===== src/rtl/sequence_transmitter_1101.sv =====
// Purpose: frames a latched payload behind a 1101 preamble on a serial line, then handshakes done/ack with the far end.
// Latency: first preamble bit on data one cycle after the accepting edge; ack one cycle after done is sampled in WAIT_DONE.
// Backpressure: start is honoured only while ready=1; requests while busy are dropped, never queued.
module sequence_transmitter_1101 #(
    parameter int PAYLOAD_W    = 4,
    parameter int IDLE_GAP     = 2,
    parameter int DONE_TIMEOUT = 1000
) (
    input  logic                 clk,
    input  logic                 reset,
    input  logic                 start,
    input  logic [PAYLOAD_W-1:0] payload,
    output logic                 ready,
    output logic                 data,
    output logic                 sending,
    input  logic                 done,
    output logic                 ack,
    output logic                 error
);

    // Frame = 4 preamble bits followed by the payload, MSB first.
    localparam int FRAME_W   = 4 + PAYLOAD_W;
    localparam int BIT_CNT_W = $clog2(FRAME_W + 1);
    localparam int TMO_CNT_W = $clog2(DONE_TIMEOUT + 1);
    localparam int GAP_CNT_W = $clog2(IDLE_GAP + 1);

    localparam logic [BIT_CNT_W-1:0] LAST_BIT = BIT_CNT_W'(FRAME_W);
    localparam logic [BIT_CNT_W-1:0] PRE_BITS = BIT_CNT_W'(4);
    localparam logic [BIT_CNT_W-1:0] BIT_ONE  = BIT_CNT_W'(1);
    localparam logic [TMO_CNT_W-1:0] TMO_LAST = TMO_CNT_W'(DONE_TIMEOUT - 1);
    localparam logic [TMO_CNT_W-1:0] TMO_ONE  = TMO_CNT_W'(1);
    localparam logic [GAP_CNT_W-1:0] GAP_LAST = GAP_CNT_W'(IDLE_GAP - 1);
    localparam logic [GAP_CNT_W-1:0] GAP_ONE  = GAP_CNT_W'(1);

    typedef enum logic [2:0] {
        S_IDLE,
        S_PRE,
        S_PAY,
        S_WAIT_DONE,
        S_ACK,
        S_GAP
    } state_t;

    state_t               state;
    // Bits still to be sent, left-aligned; the leading preamble bit goes
    // straight onto data at accept, so only the remaining bits live here.
    logic [FRAME_W-1:0]   frame_sh;
    // Number of frame bits already placed on data.
    logic [BIT_CNT_W-1:0] bit_cnt;
    // Cycles spent in WAIT_DONE with done low.
    logic [TMO_CNT_W-1:0] tmo_cnt;
    // Cycles spent in GAP.
    logic [GAP_CNT_W-1:0] gap_cnt;

    // Single FSM with every output registered; reset forces the idle picture immediately.
    always_ff @(posedge clk or negedge reset) begin
        if (!reset) begin
            state    <= S_IDLE;
            ready    <= 1'b1;
            data     <= 1'b0;
            sending  <= 1'b0;
            ack      <= 1'b0;
            error    <= 1'b0;
            frame_sh <= '0;
            bit_cnt  <= '0;
            tmo_cnt  <= '0;
            gap_cnt  <= '0;
        end else begin
            case (state)
                S_IDLE: begin
                    if (start) begin
                        state    <= S_PRE;
                        ready    <= 1'b0;
                        sending  <= 1'b1;
                        error    <= 1'b0;
                        data     <= 1'b1;
                        frame_sh <= {3'b101, payload, 1'b0};
                        bit_cnt  <= BIT_ONE;
                    end
                end

                S_PRE, S_PAY: begin
                    if (bit_cnt == LAST_BIT) begin
                        // Last bit has had its cycle; line returns low while we wait.
                        state   <= S_WAIT_DONE;
                        data    <= 1'b0;
                        sending <= 1'b0;
                        tmo_cnt <= '0;
                    end else begin
                        data     <= frame_sh[FRAME_W-1];
                        frame_sh <= {frame_sh[FRAME_W-2:0], 1'b0};
                        bit_cnt  <= bit_cnt + BIT_ONE;
                        // Bit index bit_cnt is about to be shown; index 4 and up is payload.
                        state    <= (bit_cnt >= PRE_BITS) ? S_PAY : S_PRE;
                    end
                end

                S_WAIT_DONE: begin
                    // done is checked first so it wins a tie with the timeout.
                    if (done) begin
                        state <= S_ACK;
                        ack   <= 1'b1;
                    end else if (tmo_cnt == TMO_LAST) begin
                        state   <= S_GAP;
                        error   <= 1'b1;
                        gap_cnt <= '0;
                    end else begin
                        tmo_cnt <= tmo_cnt + TMO_ONE;
                    end
                end

                S_ACK: begin
                    state   <= S_GAP;
                    ack     <= 1'b0;
                    gap_cnt <= '0;
                end

                S_GAP: begin
                    if (gap_cnt == GAP_LAST) begin
                        state <= S_IDLE;
                        ready <= 1'b1;
                    end else begin
                        gap_cnt <= gap_cnt + GAP_ONE;
                    end
                end

                default: begin
                    state   <= S_IDLE;
                    ready   <= 1'b1;
                    data    <= 1'b0;
                    sending <= 1'b0;
                    ack     <= 1'b0;
                end
            endcase
        end
    end

endmodule


===== config.mk =====
export PLATFORM = sky130hd
export DESIGN_NAME = sequence_transmitter_1101
export DESIGN_NICKNAME = d
export VERILOG_FILES = /design/src/rtl/sequence_transmitter_1101.sv
export SDC_FILE = /design/constraint.sdc
export NUM_CORES = 1
export LEC_CHECK = 0
export ABC_AREA = 0
export BUFFER_PORTS_ARGS = -buffer_cell sky130_fd_sc_hd__buf_4
export CAP_MARGIN = 20
export CORE_MARGIN = 1
export CORE_UTILIZATION = 25
export CTS_BUF_LIST = sky130_fd_sc_hd__clkbuf_8
export DETAILED_ROUTE_END_ITERATION = 10
export PLACE_DENSITY_LB_ADDON = 0.15
export SETUP_SLACK_MARGIN = 0.05
export SYNTH_ARGS = -nofsm -noshare
export SYNTH_HDL_FRONTEND = slang
export SYNTH_SLANG_ARGS = --single-unit

===== constraint.sdc =====
create_clock -name clk -period 2.7 [get_ports clk]
set_clock_uncertainty 0.05 [all_clocks]
set_input_delay 0.81 -clock clk [delete_from_list [all_inputs] [get_ports clk]]
set_output_delay 0.81 -clock clk [all_outputs]
set_load 0.02 [all_outputs]

==> flow_summary.json <==
{
  "holdWs_ns": 0.394,
  "start_util_pct": 26.2,
  "gp_congestion": 0.706,
  "drive_gt1_share_pct": 18.8,
  "cap_violations": 0,
  "synthTopCellsByArea": "dfrtp_1, mux2_2, o31ai_1",
  "clock_sinks": 31,
  "tns_ns": 0,
  "via_per_inst": 4.87,
  "drc": 0,
  "antenna_found_initial": 0,
  "first_iter_violations": 78,
  "arrival_ns": 2.24,
  "rows": 30,
  "synth_area_per_cell_sq_um": 9.54,
  "htreeDepth": 2,
  "setup_viol": 0,
  "p_leak_uw": 0.000905,
  "dp_hpwl_mm": 2.98,
  "final_max_slew_viol_count": 0,
  "grt-ovfl-total": 0,
  "clk_latency_ns": 0.29,
  "fin_ws_ns": 0.587,
  "coreArea_sq_um": 6870,
  "pre_cts_slack_ns": 0.592,
  "path_max_fanout": 16,
  "vias": 1475,
  "synth_top_area_cell": "dfrtp_1",
  "fin_util_pct": 30.5,
  "cts_setup_buffers": 0,
  "crit_path_start_kind": "flip-flop",
  "insertedDiodeCount": 0,
  "synth_top_area_share_pct": 41.6,
  "yosysWarnings": 0,
  "grt_usage_pct": 12.7,
  "clock_path_buffers": 2,
  "clkSlewWorstSetupHoldPaths_ns": 0.07,
  "ir_drop_mv": 0.456,
  "synth-seq-cells": 31,
  "rsz0062_at_grt": "false",
  "io_pins": 13,
  "min-delay-path-class": "input port to async pin",
  "cts-root-buf": "clkbuf_8",
  "die_h_um": 86.9,
  "crit_path_end_kind": "flip-flop",
  "synth-edff-count": 0,
  "synth_seq_area_share_pct": 43.1,
  "grt_pass1_wl_mm": 7.27,
  "finalCriticalPeriod_ns": 2.11,
  "r2r_start": "state[1]",
  "synth_fp_nets": 201,
  "area_growth_pct": 16.1,
  "tightest_slew_ns": 0.478,
  "syn_area_sq_um": 1800,
  "ant_nets": 0,
  "worstSetupPathType": "flip-flop to flip-flop",
  "dieArea_sq_um": 7560,
  "fin_crit_sh_pct": 78.2,
  "post_synth_num_cell_types": 47,
  "fmaxAchievable_mhz": 473,
  "firstDrtPassIters": 4,
  "port_buffers": 12,
  "wire_per_inst_um": 14.1,
  "cts-hold-fix-buffers": 0,
  "async_flop_share_pct": 100,
  "cts_tree": "yes",
  "drt_wl_total_mm": 4.28,
  "crit_start": "state[1]",
  "numCtsBuffers": 5,
  "synth_ff_type": "dfrtp_1",
  "cts_resized": 0,
  "critPathRequiredTime_ns": 2.83,
  "grt_pass1_vias": 1481,
  "status": "completed",
  "power.density_nw_per_um2": 1060,
  "hold_violations": 0,
  "netlist_instances": 189,
  "final_nets": 218,
  "dieWidth_um": 86.9,
  "grt_max_degree": 32,
  "max_slew_margin_pct": 68.1
}
==> report_power, final <==
group	switching, uW	internal [uW]	total (uW)
Clock	196	179	375
Sequential	146	619	765
Combinational	580	494	1070
==> layout make-up <==
| type | count | area [sq um] |
|---|---|---|
| clock inverter | 3 | 20.0 |
| inverter | 12 | 45.0 |
| multi-input combinational | 137 | 920 |
| tap | 96 | 120 |
| sequential | 31 | 777 |
| timing repair buffer | 19 | 143 |
| fill | 728 | 4780 |
| clock buffer | 5 | 68.8 |
==> path summary, 6_finish.rpt <==
| kind | to | slack [ns] | cells past startpoint |
|---|---|---|---|
| min | tmo_cnt[9] | 0.39 | 1 |
| max | frame_sh[2] | 0.59 | 4 |
| max in group asynchronous | ready | 1.87 | 1 |
| min reg2reg | ready | 0.43 | 2 |
| min in group clk | ready | 0.43 | 2 |
| max reg2reg | frame_sh[2] | 0.59 | 4 |
==> per-layer routing <==
metal	up-vias	routed length [um]	global-route usage, %
li1	737	-	-
met1	705	2160	16.9
met2	21	1900	19.3
met3	12	129	2.94
met4	0	100	6.52
met5	-	0	0
==> flip-flops by register name, summed over array words and instances (netlist names) <==
name / cells
sending: 1
ack: 1
tmo_cnt: 10
error: 1
bit_cnt: 4
gap_cnt: 2
ready: 1
data: 1
state: 3
frame_sh: 7
==> Yosys cell counts (2+ instances only) <==
cell / n
o41ai_1: 2
a41oi_1: 2
mux2i_1: 3
o21a_1: 2
nand2_1: 13
and3b_1: 2
and3_1: 6
nand4_1: 6
nor2_1: 12
clkbuf_1: 4
nor3_1: 5
nand3_1: 10
dfrtp_1: 30
xor2_1: 2
ha_1: 4
o31ai_1: 10
and2_1: 3
a2bb2oi_1: 2
buf_6: 3
a21oi_1: 7
o21ai_0: 14
inv_1: 12
o2bb2ai_1: 3
a31oi_1: 2
nand3b_1: 2
mux2_2: 7
==> worst max-delay path: stages, from the launching register on <==
cell and delay, ns:
dfrtp_1 0.64, xor2_1 0.36, a22oi_1 0.16, nor2_2 0.40
mux2_2 0.38
==> layout by cell type (no fill, tap or decap), types with 3 or more instances in the layout <==
master,netlist,routed
ha_1,4,4
o31ai_1,10,10
a21oi_1,7,7
and2_1,3,3
nor2_1,12,12
nand2_1,13,13
inv_1,12,12
nand4_1,6,6
nand3_1,10,10
buf_4,1,19
mux2i_1,3,3
o2bb2ai_1,3,3
nor3_1,5,5
clkbuf_8,0,5
o21ai_0,14,14
dfrtp_1,30,30
and3_1,6,6
mux2_2,7,7
==> per-stage QoR <==
| stage | instance area [sq um] | total power [uW] | instances |
|---|---|---|---|
| 5_1_grt | 2090 | 2420 | 303 |
| 4_1_cts | 2090 | 2250 | 303 |
| 2_1_floorplan | 1800 | 1560 | 189 |
| 3_5_place_dp | 2000 | 1870 | 295 |
| 6_report | 2090 | 2220 | 303 |
| 3_3_place_gp | 2000 | 1870 | 295 |
==> cells by family after synthesis <==
kind of cell    Yosys count  synth area share [%]
compound gates           54                  21.2
xor+xnor                  3                  1.46
fa+ha+maj                 4                  2.78
buf+inv                  21                  5.90
flops                    31                  43.1
mux                      10                  6.04
simple gates             66                  19.5
(Power assumes the default switching activity.)
